[src/rtl/reset_seq_pkg.sv]
// ---------------------------------------------------------------------------
// reset_seq_pkg
// Shared types and constants for the reset sequencer:
//   - seq_state_e : FSM state codes (also driven out on state_dbg)
//   - DBG_*       : state_dbg encodings for software / bench visibility
//   - stage_mask  : mask of stages whose ready must stay asserted
// ---------------------------------------------------------------------------
package reset_seq_pkg;

   typedef enum logic [2:0] {
      ST_HOLD       = 3'd0,
      ST_RELEASE    = 3'd1,
      ST_WAIT_READY = 3'd2,
      ST_GAP        = 3'd3,
      ST_RUN        = 3'd4
   } seq_state_e;

   localparam logic [2:0] DBG_HOLD       = 3'd0;
   localparam logic [2:0] DBG_RELEASE    = 3'd1;
   localparam logic [2:0] DBG_WAIT_READY = 3'd2;
   localparam logic [2:0] DBG_GAP        = 3'd3;
   localparam logic [2:0] DBG_RUN        = 3'd4;

   // Stages below idx are always covered; idx itself only once it has
   // already reported ready (incl = 1).
   function automatic logic [7:0] stage_mask(input logic [2:0] idx,
                                             input logic       incl);
      logic [7:0] mask;
      mask = 8'h00;
      for (int i = 0; i < 8; i++) begin
         mask[i] = (3'(i) < idx) || (incl && (3'(i) == idx));
      end
      return mask;
   endfunction

endpackage

[src/rtl/sync_2ff.sv]
// ---------------------------------------------------------------------------
// sync_2ff
// Two-flop synchronizer with asynchronous active-high reset to RESET_VAL.
// Ports:
//   clk      : destination clock
//   reset_in : asynchronous active-high reset (loads RESET_VAL)
//   d        : asynchronous input vector
//   q        : synchronized output (2 clk edges of latency)
// ---------------------------------------------------------------------------
module sync_2ff #(
   parameter int               WIDTH     = 1,
   parameter logic [WIDTH-1:0] RESET_VAL = {WIDTH{1'b0}}
) (
   input  logic             clk,
   input  logic             reset_in,
   input  logic [WIDTH-1:0] d,
   output logic [WIDTH-1:0] q
);

   logic [WIDTH-1:0] meta_r;
   logic [WIDTH-1:0] sync_r;

   // Two-stage capture of the asynchronous input.
   always_ff @(posedge clk or posedge reset_in) begin
      if (reset_in) begin
         meta_r <= RESET_VAL;
         sync_r <= RESET_VAL;
      end else begin
         meta_r <= d;
         sync_r <= meta_r;
      end
   end

   assign q = sync_r;

endmodule

[src/rtl/reset_sequencer.sv]
// ---------------------------------------------------------------------------
// reset_sequencer
// Turns one global reset into ordered per-stage resets. After a hold time,
// stage k is released, its ready is awaited, a gap elapses, then stage k+1
// is released. Timeouts, soft requests and ready loss re-run the sequence.
// Ports:
//   clk            : free-running sequencer clock
//   reset_in       : asynchronous active-high reset (release synchronized)
//   stage_ready    : per-stage ready, asynchronous, synchronized internally
//   soft_reset_req : single-cycle pulse requesting a full re-sequence
//   reset_out      : registered active-high stage resets, bit 0 first
//   all_released   : high while in RUN
//   timeout_err    : sticky ready-timeout flag, cleared only by reset_in
//   state_dbg      : current FSM state code
// ---------------------------------------------------------------------------
module reset_sequencer
   import reset_seq_pkg::*;
#(
   parameter int NUM_STAGES    = 3,
   parameter int HOLD_CYCLES   = 256,
   parameter int GAP_CYCLES    = 64,
   parameter int READY_TIMEOUT = 1048576,
   parameter int CNT_W         = 21
) (
   input  logic                  clk,
   input  logic                  reset_in,
   input  logic [NUM_STAGES-1:0] stage_ready,
   input  logic                  soft_reset_req,
   output logic [NUM_STAGES-1:0] reset_out,
   output logic                  all_released,
   output logic                  timeout_err,
   output logic [2:0]            state_dbg
);

   localparam logic [CNT_W-1:0] CNT_ZERO  = {CNT_W{1'b0}};
   localparam logic [CNT_W-1:0] CNT_ONE   = CNT_W'(1);
   localparam logic [CNT_W-1:0] HOLD_LAST = CNT_W'(HOLD_CYCLES - 1);
   localparam logic [CNT_W-1:0] GAP_LAST  = CNT_W'(GAP_CYCLES - 1);
   localparam logic [CNT_W-1:0] TO_LAST   = CNT_W'(READY_TIMEOUT - 1);
   localparam logic [2:0]       LAST_IDX  = 3'(NUM_STAGES - 1);
   localparam logic [NUM_STAGES-1:0] ALL_ONES = {NUM_STAGES{1'b1}};

   localparam longint MAX_CNT = (HOLD_CYCLES > GAP_CYCLES) ?
      ((HOLD_CYCLES > READY_TIMEOUT) ? HOLD_CYCLES : READY_TIMEOUT) :
      ((GAP_CYCLES > READY_TIMEOUT) ? GAP_CYCLES : READY_TIMEOUT);

   if (MAX_CNT > (64'd1 << CNT_W)) begin : g_cnt_w_check
      $error("reset_sequencer: CNT_W too narrow for the longest count");
   end
   if (NUM_STAGES < 1 || NUM_STAGES > 8) begin : g_stages_check
      $error("reset_sequencer: NUM_STAGES must be 1..8");
   end

   logic                  rst_sync_s;
   logic [NUM_STAGES-1:0] rdy_s;
   logic [7:0]            rdy8_s;
   logic [7:0]            idx_onehot_s;
   logic [7:0]            keep_mask_s;
   logic                  loss_s;
   logic                  timeout_hit_s;

   seq_state_e            state_r, state_nx_s;
   logic [CNT_W-1:0]      cnt_r, cnt_nx_s;
   logic [2:0]            idx_r, idx_nx_s;
   logic [NUM_STAGES-1:0] reset_out_r, reset_out_nx_s;
   logic                  all_released_r, all_released_nx_s;
   logic                  timeout_err_r, timeout_err_nx_s;

   // reset_in release is held off for two edges; assertion stays async.
   sync_2ff #(.WIDTH(1), .RESET_VAL(1'b1)) u_rst_sync (
      .clk      (clk),
      .reset_in (reset_in),
      .d        (1'b0),
      .q        (rst_sync_s)
   );

   sync_2ff #(.WIDTH(NUM_STAGES), .RESET_VAL({NUM_STAGES{1'b0}})) u_rdy_sync (
      .clk      (clk),
      .reset_in (reset_in),
      .d        (stage_ready),
      .q        (rdy_s)
   );

   // Ready vector widened to 8 so the 3-bit stage index selects it directly.
   always_comb begin
      rdy8_s                 = 8'h00;
      rdy8_s[NUM_STAGES-1:0] = rdy_s;
   end

   // Ready-loss and timeout detection for the current state.
   always_comb begin
      idx_onehot_s = 8'd1 << idx_r;
      case (state_r)
         ST_WAIT_READY: keep_mask_s = stage_mask(idx_r, 1'b0);
         ST_GAP,
         ST_RUN:        keep_mask_s = stage_mask(idx_r, 1'b1);
         default:       keep_mask_s = 8'h00;
      endcase
      loss_s        = |(keep_mask_s & ~rdy8_s);
      timeout_hit_s = (state_r == ST_WAIT_READY) && !rdy8_s[idx_r] &&
                      (cnt_r == TO_LAST);
   end

   // Next-state and next-output logic.
   always_comb begin
      state_nx_s        = state_r;
      cnt_nx_s          = cnt_r;
      idx_nx_s          = idx_r;
      reset_out_nx_s    = reset_out_r;
      all_released_nx_s = all_released_r;
      // A soft request in the same cycle as a timeout suppresses the flag.
      timeout_err_nx_s  = timeout_err_r |
                          (timeout_hit_s & ~soft_reset_req & ~rst_sync_s);

      if (rst_sync_s || soft_reset_req || loss_s || timeout_hit_s) begin
         state_nx_s        = ST_HOLD;
         cnt_nx_s          = CNT_ZERO;
         idx_nx_s          = 3'd0;
         reset_out_nx_s    = ALL_ONES;
         all_released_nx_s = 1'b0;
      end else begin
         case (state_r)
            ST_HOLD: begin
               if (cnt_r == HOLD_LAST) begin
                  state_nx_s = ST_RELEASE;
                  cnt_nx_s   = CNT_ZERO;
               end else begin
                  cnt_nx_s   = cnt_r + CNT_ONE;
               end
            end
            ST_RELEASE: begin
               reset_out_nx_s = reset_out_r & ~idx_onehot_s[NUM_STAGES-1:0];
               state_nx_s     = ST_WAIT_READY;
               cnt_nx_s       = CNT_ZERO;
            end
            ST_WAIT_READY: begin
               if (rdy8_s[idx_r]) begin
                  cnt_nx_s = CNT_ZERO;
                  if (idx_r == LAST_IDX) begin
                     state_nx_s        = ST_RUN;
                     all_released_nx_s = 1'b1;
                  end else begin
                     state_nx_s        = ST_GAP;
                  end
               end else begin
                  cnt_nx_s = cnt_r + CNT_ONE;
               end
            end
            ST_GAP: begin
               if (cnt_r == GAP_LAST) begin
                  state_nx_s = ST_RELEASE;
                  idx_nx_s   = idx_r + 3'd1;
                  cnt_nx_s   = CNT_ZERO;
               end else begin
                  cnt_nx_s   = cnt_r + CNT_ONE;
               end
            end
            ST_RUN: begin
               all_released_nx_s = 1'b1;
            end
            default: begin
               state_nx_s        = ST_HOLD;
               cnt_nx_s          = CNT_ZERO;
               idx_nx_s          = 3'd0;
               reset_out_nx_s    = ALL_ONES;
               all_released_nx_s = 1'b0;
            end
         endcase
      end
   end

   // State and output registers; reset_in asserts everything at once.
   always_ff @(posedge clk or posedge reset_in) begin
      if (reset_in) begin
         state_r        <= ST_HOLD;
         cnt_r          <= CNT_ZERO;
         idx_r          <= 3'd0;
         reset_out_r    <= ALL_ONES;
         all_released_r <= 1'b0;
         timeout_err_r  <= 1'b0;
      end else begin
         state_r        <= state_nx_s;
         cnt_r          <= cnt_nx_s;
         idx_r          <= idx_nx_s;
         reset_out_r    <= reset_out_nx_s;
         all_released_r <= all_released_nx_s;
         timeout_err_r  <= timeout_err_nx_s;
      end
   end

   assign reset_out    = reset_out_r;
   assign all_released = all_released_r;
   assign timeout_err  = timeout_err_r;
   assign state_dbg    = state_r;

endmodule
[config.mk]
export PLATFORM = sky130hd
export DESIGN_NAME = reset_sequencer
export DESIGN_NICKNAME = d
export VERILOG_FILES = /design/src/rtl/reset_seq_pkg.sv /design/src/rtl/sync_2ff.sv /design/src/rtl/reset_sequencer.sv
export SDC_FILE = /design/constraint.sdc
export NUM_CORES = 1
export LEC_CHECK = 0
export CAP_MARGIN = 25
export CORE_MARGIN = 10
export CORE_UTILIZATION = 55
export CTS_BUF_LIST = sky130_fd_sc_hd__clkbuf_2
export DETAILED_ROUTE_END_ITERATION = 8
export GPL_ROUTABILITY_DRIVEN = 0
export PLACE_DENSITY = 0.79
export SLEW_MARGIN = 5
export SYNTH_ARGS = -nofsm -noshare
export SYNTH_HDL_FRONTEND = slang
export SYNTH_SLANG_ARGS = --single-unit
[constraint.sdc]
create_clock -name clk -period 2.3 [get_ports clk]
set_input_delay 0.345 -clock clk [delete_from_list [all_inputs] [get_ports clk]]
set_output_delay 0.345 -clock clk [all_outputs]
set_load 0.01 [all_outputs]
==> flow_metrics.env, run 1 <==
export IMPL_yosys_area_share_adder=0.0321
export IMPL_irDropWorstVdd_mv=0.467
export IMPL_placeableCoreArea_um2=4060
export IMPL_grt_usage=0.173
export IMPL_critPathMaxStageDelay_ps=540
export IMPL_synthFlopType="dfrtp_1"
export IMPL_crit_arrival_ps=2590
export IMPL_detailroute_via_count=2287
export IMPL_dr_pass1_iters=5
export IMPL_drive_above_1_share=0.253
export IMPL_path_cells="or4_4 -> nor4_4 -> nand3_2 -> a22o_2 -> nand3_1 -> buf_4 -> o211ai_1"
export IMPL_drc=0
export IMPL_layout_cells_most_common_list="40 x buf_4, 33 x dfrtp_1, 31 x nand2_1"
export IMPL_first_global_vias=2153
export IMPL_finalHoldViolCount=0
export IMPL_fp_dieW_um=85.2
export IMPL_cts_root_to_sink_buffers=2
export IMPL_cts_hold_fix_buffers=0
export IMPL_wl_mm=6.27
export IMPL_synth_async_reset_ratio=1.00
export IMPL_gr_overflow_total=0
export IMPL_detail_route_iter0_violations=208
export IMPL_fin_worst_skew_ps=28.0
export IMPL_run_status="finished, final reports clean"
export IMPL_detail_route_antenna_nets=0
export IMPL_fmax_ghz=0.438
export IMPL_pin_count_of_the_biggest_net_entering_global_routing=41
export IMPL_synth_edf_count=0
export IMPL_floorplan_initialDensity=0.576
export IMPL_fin_area_um2=2880
export IMPL_number_of_antenna_violations_at_the_first_check_in_global_routing=0
export IMPL_std_cell_rows=23
export IMPL_clock_network_latency_to_the_later_pin_of_the_worst_skew_pair_ps=420
export IMPL_final_period_minus_worst_setup_slack_ps=2280
export IMPL_cell_area_after_technology_mapping_um2=2340
export IMPL_global_route_wire_length_before_repair_mm=10.5
export IMPL_wl_per_cell_um=17.7
export IMPL_synth_compound_area_share=0.190
export IMPL_cp_max_fo=10
export IMPL_setup_repair_after_global_routing_missed_its_margin="yes"
export IMPL_synth_seq_area_share=0.431
export IMPL_cts_htree_levels=2
export IMPL_syn_instance_count=252
export IMPL_die_y_um=85.2
export IMPL_port_buffers=13
export IMPL_muxShareOfSynthArea=0
export IMPL_finalCritPeriodShare=0.993
export IMPL_synthXorXnorAreaFrac=0.0112
export IMPL_cts_num_sinks=40
export IMPL_dpl_hpwl_mm=4.60
export IMPL_slew_headroom=0.660
export IMPL_syn_num_nets=264
export IMPL_tritoncts_num_buffers=5
export IMPL_timing_critical_path_to_type="flip-flop"
export IMPL_clk_pin_slew_worst_paths_ps=230
export IMPL_cts_root_buffer_cell="clkbuf_2"
export IMPL_netlist_cell_type_count=59
export IMPL_finalNonFillerCells=354
export IMPL_number_of_synthesis_warnings=0
export IMPL_hold_class="input pin to async pin"
export IMPL_insertedDiodeCount=0
export IMPL_num_io_pins=14
export IMPL_synth_simple_gate_area_frac=0.297
export IMPL_ys_seq_elements=40
export IMPL_max_cap_viol_count=0
export IMPL_finish_net_count=315
export IMPL_tightest_slew_ps=510
export IMPL_finish_utilization=0.710
export IMPL_startpoint_type="flip-flop"
export IMPL_detailed_place_area_um2=2760
export IMPL_critPathKind="flip-flop to flip-flop"
export IMPL_powerDensity_nw_per_um2=429
export IMPL_area_growth_synth_to_final_pct=23.2
export IMPL_timing_critical_path_required_ps=2610
export IMPL_avgSynthCellArea_um2=9.27
export IMPL_critical_path_slowest_cell="or4_4"
export IMPL_full_die_area_um2=7260
export IMPL_num_fill_cells=306
export IMPL_total_power_mw=1.24
export IMPL_tritoncts="yes"
export IMPL_p_leak_nw=1.22
export IMPL_setup_viol=0
export IMPL_timing_max_transition_violations_final=0
export IMPL_largest_family_of_logic_cells_by_synthesized_area="simple AND/OR/NAND/NOR gates"
export IMPL_most_frequent_standard_cell_in_the_layout_excluding_fill_and_tap_cells="buf_4"
export IMPL_place_detailed_instances=342
export IMPL_avgViaCountPerCell=6.46
export IMPL_finalSetupTns_ps=0
-- area by class of cell --
class | count | area (um2) | area share
inverters | 7 | 26.3 | 0.00913
multi-input cells | 195 | 1270 | 0.440
flip-flops and latches | 40 | 1010 | 0.351
clock inverters | 3 | 37.5 | 0.0130
clock buffers | 5 | 25.0 | 0.00869
well taps | 50 | 62.6 | 0.0217
repair buffers | 54 | 450 | 0.156
-- metrics by stage --
step / hold slack (ps) / worst slack [ps]
4_1_cts: 336 / 6.52
6_report: 306 / 16.3
2_1_floorplan: 331 / 150
3_5_place_dp: 341 / -222
5_1_grt: 328 / -102
3_3_place_gp: 333 / -54.7
-- synth_stat cells, drive strengths merged (6+ instances only) --
library cell	count	area, um2
dfrtp	35	876
nand2	32	123
nor2	25	93.8
nand3	17	95.1
a21oi	13	72.6
nor3	12	76.3
buf	8	51.3
nand4	8	50.1
inv	7	26.3
nor4	7	73.8
a31oi	6	37.5
ha	6	75.1
o211ai	6	45.0
o21ai	6	30.0
or3	6	41.3
-- worst paths after layout --
kind | depth (start not counted) | slack (ps) | startpoint | endpoint
hold / removal | 3 | 310 | reset_in | idx_r[2]
hold reg to reg | 0 | 370 | u_rst_sync.meta_r | u_rst_sync.q
min in group clk | 1 | 350 | stage_ready[1] | u_rdy_sync.meta_r[1]
max in group asynchronous | 3 | 1600 | reset_in | reset_out[0]
setup reg to reg | 7 | 20 | cnt_r[16] | cnt_r[3]
setup / recovery | 7 | 20 | cnt_r[16] | cnt_r[3]
-- per-layer routing --
metal / share of wire / track usage / up-vias
li1: - / - / 1051
met1: 0.45 / 0.226 / 1129
met2: 0.47 / 0.276 / 97
met3: 0.070 / 0.0382 / 10
met4: 0.011 / 0.0524 / 0
met5: 0 / 0 / -
-- cell families (layout without fill, tap and decap cells) --
group                      after synthesis  count (layout)
buffers and inverters                   17              69
DFF                                     40              40
other                                    1               1
AOI/OAI and AO/OA                       60              60
adders and majority gates                6               6
xor gates and xnor gates                 3               3
and+or+nand+nor                        125             125
-- registers in the layout, summed over array words and instances, names as in the netlist --
name               flops
timeout_err            1
all_released           1
u_rdy_sync.meta_r      3
cnt_r                 21
u_rst_sync.q           1
reset_out              3
state_dbg              3
u_rst_sync.meta_r      1
u_rdy_sync.q           3
idx_r                  3
-- timing repair --
item | 4_1_cts | 5_1_grt
gates resized for setup | 2 | 4
pin swaps | 1 | 0
endpoints found under the setup margin | 9 | 27
buffers inserted | 2 | 2
-- report_power, final --
part,internal (mW),leakage [nW],switching (mW)
clock network,0.177,0.0380,0.243
logic,0.0408,0.655,0.0500
registers,0.718,0.522,0.00745
total,0.935,1.22,0.300
-- worst max-delay path, delay by kind of cell, from the launching register on --
family                 cells  cell delay [ps]
AOI/OAI and AO/OA          2              470
DFF                        1              450
buffers and inverters      1              140
and+or+nand+nor            4             1140
Note: power is estimated with default switching activity, not from simulation.
==> inputs of run 2 (changes only) <==
- CORE_MARGIN: 10 -> 2
- SETUP_SLACK_MARGIN: unset -> 0.15
==> run 2 against run 1 <==
- the run now ends with negative setup slack left
- utilization down 0.49 points
- final area is 0.70% lower
- critical path depth shrank 1
- combinational power up 0.7%
- clock skew decreased by 10 ps
- sequential share of layout area rose by 0.29 points
- non-clock buffer count shrank 4
- register-to-register slack got worse by 20 ps
- critical endpoint is now cnt_r[10]
- largest power group unchanged
==> flow_metrics.env, run 2 (synthesized netlist as in run 1, its figures left out) <==
export IMPL_cts_root_buffer_cell="clkbuf_2"
export IMPL_slew_headroom=0.663
export IMPL_failed_checks="negative setup slack"
export IMPL_grt_util_met3=0.0552
export IMPL_power_sequential_fraction=0.583
export IMPL_power_share_clock=0.344
export IMPL_p_leak_nw=1.19
export IMPL_wl_per_cell_um=16.8
export IMPL_fp_dieW_um=69.2
export IMPL_number_of_antenna_violations_at_the_first_check_in_global_routing=0
export IMPL_pre_cts_slack_ps=-105
export IMPL_final_period_minus_worst_setup_slack_ps=2300
export IMPL_floorplan_initialDensity=0.576
export IMPL_hold_ws_ps=312
export IMPL_run_status="finished with violations"
export IMPL_full_die_area_um2=4790
export IMPL_cts_root_to_sink_buffers=2
export IMPL_finish_utilization=0.705
export IMPL_p_int_mw=0.940
export IMPL_placeableCoreArea_um2=4060
export IMPL_num_io_pins=14
export IMPL_crit_arrival_ps=2630
export IMPL_cts_htree_levels=2
export IMPL_critPathMaxStageDelay_ps=550
export IMPL_timing_max_transition_violations_final=0
export IMPL_insertedDiodeCount=0
export IMPL_fmax_ghz=0.435
export IMPL_tightest_slew_ps=506
export IMPL_registers_top_by_ff_count="cnt_r"
export IMPL_timing_critical_path_to_type="flip-flop"
export IMPL_detailed_place_area_um2=2710
export IMPL_fin_area_um2=2860
export IMPL_timing_critical_path_required_ps=2620
export IMPL_setup_viol=2
export IMPL_cp_max_fo=8
export IMPL_most_frequent_standard_cell_in_the_layout_excluding_fill_and_tap_cells="buf_4"
export IMPL_first_global_vias=1933
export IMPL_finish_net_count=311
export IMPL_grt_most_used_layer="met2"
export IMPL_finalSetupTns_ps=-1.66
export IMPL_irDropWorstVdd_mv=0.376
export IMPL_wl_mm=5.89
export IMPL_area_growth_synth_to_final_pct=22.3
export IMPL_finalCritPeriodShare=1.00
export IMPL_detailroute_via_count=2203
export IMPL_detail_route_antenna_nets=0
export IMPL_critPathKind="flip-flop to flip-flop"
export IMPL_timing_final_ws_setup_ps=-0.998
export IMPL_total_power_mw=1.24
export IMPL_place_detailed_instances=337
export IMPL_critical_path_slowest_cell="or4_4"
export IMPL_combinationalPowerShare=0.074
export IMPL_pin_count_of_the_biggest_net_entering_global_routing=41
export IMPL_grtUsageMet2=0.382
export IMPL_global_route_wire_length_before_repair_mm=9.42
export IMPL_setup_repair_after_global_routing_missed_its_margin="yes"
export IMPL_fin_worst_skew_ps=18.0
export IMPL_met1_usage=0.339
export IMPL_startpoint_type="flip-flop"
export IMPL_drive_above_1_share=0.263
export IMPL_powerDensity_nw_per_um2=435
export IMPL_grt_usage=0.242
export IMPL_tritoncts_num_buffers=5
export IMPL_drc=0
export IMPL_layout_area_seq_um2=1010
export IMPL_cts_hold_fix_buffers=0
export IMPL_layout_cells_most_common_list="37 x buf_4, 32 x dfrtp_1, 31 x nand2_1"
export IMPL_die_y_um=69.2
export IMPL_dr_pass1_iters=5
export IMPL_max_cap_viol_count=0
export IMPL_finalNonFillerCells=350
export IMPL_gr_overflow_total=0
export IMPL_clock_network_latency_to_the_later_pin_of_the_worst_skew_pair_ps=420
export IMPL_std_cell_rows=23
export IMPL_clk_pin_slew_worst_paths_ps=220
export IMPL_num_fill_cells=304
export IMPL_finalHoldViolCount=0
export IMPL_hold_class="input pin to async pin"
export IMPL_dpl_hpwl_mm=4.10
export IMPL_largest_register_ff_count=21
export IMPL_power_switching_fraction=0.245
export IMPL_port_buffers=13
export IMPL_area_of_the_multi_input_gates_um2=1280
export IMPL_avgViaCountPerCell=6.29
export IMPL_tritoncts="yes"
export IMPL_switching_power_mw=0.304
export IMPL_path_cells="or4_4 -> nor4_4 -> nand3_2 -> a22oi_4 -> nor3_2 -> a221o_1"
export IMPL_detail_route_iter0_violations=202
export IMPL_cts_num_sinks=40
[run 2: final cells by class]
class                           instances  share of cell area
Timing Repair Buffer                   50               0.143
Inverter                                7             0.00919
Tap cell                               50              0.0219
Clock inverter                          3              0.0149
Sequential cell                        40               0.354
Multi-Input combinational cell        195               0.449
Clock buffer                            5             0.00875
[run 2: repair_timing]
| action | in CTS | in global routing |
|---|---|---|
| buffers inserted | 1 | 4 |
| gates resized for setup | 3 | 8 |
| setup endpoints to repair | 26 | 29 |
[run 2: critical path: cells and delay by family (launching register included)]
kind            cells  cell delay (ps)
flops               1              450
simple gates        4             1090
compound gates      2              670
[run 2: layer usage]
metal	vias up	wire length [um]
li1	1034	-
met1	1061	2710
met2	99	2770
met3	9	343
met4	0	70
met5	-	0
[run 2: final timing paths]
check                           slack, ps               from  depth (start not counted)                    to
worst max-delay path                   -1          cnt_r[20]                          6             cnt_r[10]
worst min-delay path                  310           reset_in                          3          state_dbg[1]
worst max register to register         -1          cnt_r[20]                          6             cnt_r[10]
worst min register to register        370  u_rst_sync.meta_r                          0          u_rst_sync.q
max in group asynchronous            1620           reset_in                          3              idx_r[2]
min in group clk                      340     stage_ready[1]                          1  u_rdy_sync.meta_r[1]
[run 2: power by group through the flow]
stage	clock [mW]	sequential, mW	combinational (mW)
floorplan	0	0.736	0.0462
global placement	0	0.736	0.0811
detailed placement	0	0.737	0.0826
CTS	0.436	0.725	0.0838
global route	0.463	0.727	0.101
finish	0.427	0.725	0.0915
==> inputs of run 3 (changes only) <==
- SYNTH_HIERARCHICAL: unset -> 1
==> run 3 against run 2 <==
- the run still ends with negative setup slack left
- count of clock-buffer cells in the layout stayed put
- utilization up 3.9 points
- final area is 4.8% higher
- cell count is 0.57% higher
- worst setup slack got worse by 110 ps
- highest routed layer unchanged
- global-route usage rose by 2.8 points
- clock skew is 9.8 ps higher
==> flow_metrics.env, run 3 <==
export IMPL_pre_cts_slack_ps=-118
export IMPL_number_of_antenna_violations_at_the_first_check_in_global_routing=0
export IMPL_cts_num_sinks=40
export IMPL_power_switching_fraction=0.249
export IMPL_timing_final_ws_setup_ps=-115
export IMPL_avgViaCountPerCell=6.22
export IMPL_synth_top_cell_by_area="dfrtp_1"
export IMPL_finalHoldViolCount=0
export IMPL_number_of_synthesis_warnings=6
export IMPL_clk_pin_slew_worst_paths_ps=230
export IMPL_std_cell_rows=23
export IMPL_setup_repair_after_global_routing_missed_its_margin="yes"
export IMPL_synth_edf_count=0
export IMPL_timing_critical_path_to_type="flip-flop"
export IMPL_synth_async_reset_ratio=1.00
export IMPL_synth_top_cells_by_area="dfrtp_1 38%, nand2_1 6.5%, dfstp_2 5.7%"
export IMPL_cts_htree_levels=2
export IMPL_setup_viol=25
export IMPL_tritoncts_num_buffers=5
export IMPL_layout_cells_most_common_list="39 x nand2_1, 34 x buf_4, 33 x dfrtp_1"
export IMPL_finalNonFillerCells=352
export IMPL_irDropWorstVdd_mv=0.366
export IMPL_finalSetupTns_ps=-1350
export IMPL_synthFlopType="dfrtp_1"
export IMPL_cts_root_to_sink_buffers=2
export IMPL_place_detailed_instances=341
export IMPL_post_synth_most_frequent_cells="40 x nand2_1, 35 x dfrtp_1, 20 x nand3_1"
export IMPL_floorplan_initialDensity=0.575
export IMPL_fin_area_um2=3000
export IMPL_placeableCoreArea_um2=4030
export IMPL_switching_power_mw=0.308
export IMPL_syn_instance_count=255
export IMPL_pin_count_of_the_biggest_net_entering_global_routing=33
export IMPL_wl_per_cell_um=15.9
export IMPL_die_y_um=68.9
export IMPL_path_cells="ha_4 -> ha_4 -> a2111oi_4 -> o211ai_1 -> buf_4 -> a2111o_1 -> buf_6 -> a21oi_2"
export IMPL_detailroute_via_count=2189
export IMPL_full_die_area_um2=4750
export IMPL_most_frequent_standard_cell_in_the_layout_excluding_fill_and_tap_cells="nand2_1"
export IMPL_avgSynthCellArea_um2=9.09
export IMPL_gr_overflow_total=0
export IMPL_p_int_mw=0.926
export IMPL_tritoncts="yes"
export IMPL_path_common_cell="ha_4"
export IMPL_power_share_clock=0.356
export IMPL_drc=0
export IMPL_port_buffers=13
export IMPL_drive_above_1_share=0.275
export IMPL_grt_usage=0.270
export IMPL_combinationalPowerShare=0.059
export IMPL_worst_path_dominant_cell_family="compound AO/OA/AOI/OAI gates"
export IMPL_finalCritPeriodShare=1.05
export IMPL_wl_mm=5.61
export IMPL_timing_critical_path_required_ps=2650
export IMPL_syn_num_nets=267
export IMPL_detailed_place_area_um2=2820
export IMPL_critPathKind="flip-flop to flip-flop"
export IMPL_netlist_cell_type_count=49
export IMPL_num_io_pins=14
export IMPL_dr_pass1_iters=5
export IMPL_cts_root_buffer_cell="clkbuf_2"
export IMPL_synthMostInstantiatedCell="nand2_1"
export IMPL_insertedDiodeCount=0
export IMPL_critical_path_slowest_cell="dfrtp_2"
export IMPL_cp_max_fo=6
export IMPL_global_route_wire_length_before_repair_mm=9.42
export IMPL_cell_area_after_technology_mapping_um2=2320
export IMPL_hold_class="input pin to async pin"
export IMPL_fp_dieW_um=68.9
export IMPL_final_period_minus_worst_setup_slack_ps=2410
export IMPL_area_growth_synth_to_final_pct=29.2
export IMPL_max_cap_viol_count=0
export IMPL_first_global_vias=1962
export IMPL_run_status="finished with violations"
export IMPL_detail_route_antenna_nets=0
export IMPL_ys_seq_elements=40
export IMPL_critPathMaxStageDelay_ps=510
export IMPL_detail_route_iter0_violations=249
export IMPL_fin_worst_skew_ps=27.9
export IMPL_finish_net_count=313
export IMPL_registers_top_by_ff_count="cnt_r"
export IMPL_power_sequential_fraction=0.586
export IMPL_synth_seq_area_share=0.434
export IMPL_cts_hold_fix_buffers=0
export IMPL_clock_network_latency_to_the_later_pin_of_the_worst_skew_pair_ps=430
export IMPL_path_buf_inv=2
export IMPL_fmax_ghz=0.414
export IMPL_synth_top_area_frac=0.378
export IMPL_timing_max_transition_violations_final=0
export IMPL_p_leak_nw=1.22
export IMPL_powerDensity_nw_per_um2=412
export IMPL_startpoint_type="flip-flop"
export IMPL_crit_arrival_ps=2760
export IMPL_failed_checks="negative setup slack"
export IMPL_largest_register_ff_count=21
export IMPL_dpl_hpwl_mm=3.96
run 3: logic make-up after synthesis:
logic type,synth area share
DFF,0.434
other,0.00162
xor gates and xnor gates,0.00378
and+or+nand+nor,0.290
buffers and inverters,0.0459
muxes,0.00863
adders and majority gates,0.0367
AOI/OAI and AO/OA,0.179
run 3: layer usage:
layer	track usage	up-vias	share of wire
met3	0.0503	15	0.065
met2	0.428	109	0.48
met1	0.379	1031	0.44
met4	0.0760	0	0.016
met5	0	-	0
li1	-	1034	-
run 3: final timing paths:
kind / startpoint / to / slack (ps) / depth (start not counted)
min reg2reg: u_rst_sync/meta_r / u_rst_sync/q / 370 / 0
max: idx_r[1] / idx_r[0] / -110 / 8
min: reset_in / u_rdy_sync/meta_r[2] / 170 / 2
min in group clk: stage_ready[2] / u_rdy_sync/meta_r[2] / 340 / 1
max in group asynchronous: reset_in / idx_r[0] / 1650 / 3
max reg2reg: idx_r[1] / idx_r[0] / -110 / 8
run 3: final cells by class:
class,count,area (um2)
multi-input combinational,190,1350
fill,285,1030
sequential,40,1010
timing repair buffer,53,470
tap,50,62.6
clock inverter,3,42.5
inverter,11,41.3
clock buffer,5,25.0
run 3: timing repair:
| item | CTS | global route |
|---|---|---|
| hold endpoints to repair | 0 | 0 |
| buffers inserted | 1 | 2 |
| endpoints found under the setup margin | 31 | 31 |
| resized for setup | 17 | 2 |
| pin swaps | 12 | 4 |
run 3: stage by stage:
stage / util / power, mW / hold WS [ps]
floorplan: - / 0.768 / 136
global placement: 0.701 / 0.795 / 333
detailed placement: 0.701 / 0.798 / 337
CTS: 0.739 / 1.23 / 166
global route: 0.744 / 1.27 / 187
finish: 0.744 / 1.23 / 170
run 3: power by group through the flow:
stage	logic, mW	clock network [mW]	registers (mW)
after floorplan	0.0355	0	0.733
after global placement	0.0625	0	0.733
after detailed placement	0.0641	0	0.734
after CTS	0.0698	0.437	0.722
after global routing	0.0794	0.467	0.724
final	0.0728	0.439	0.722
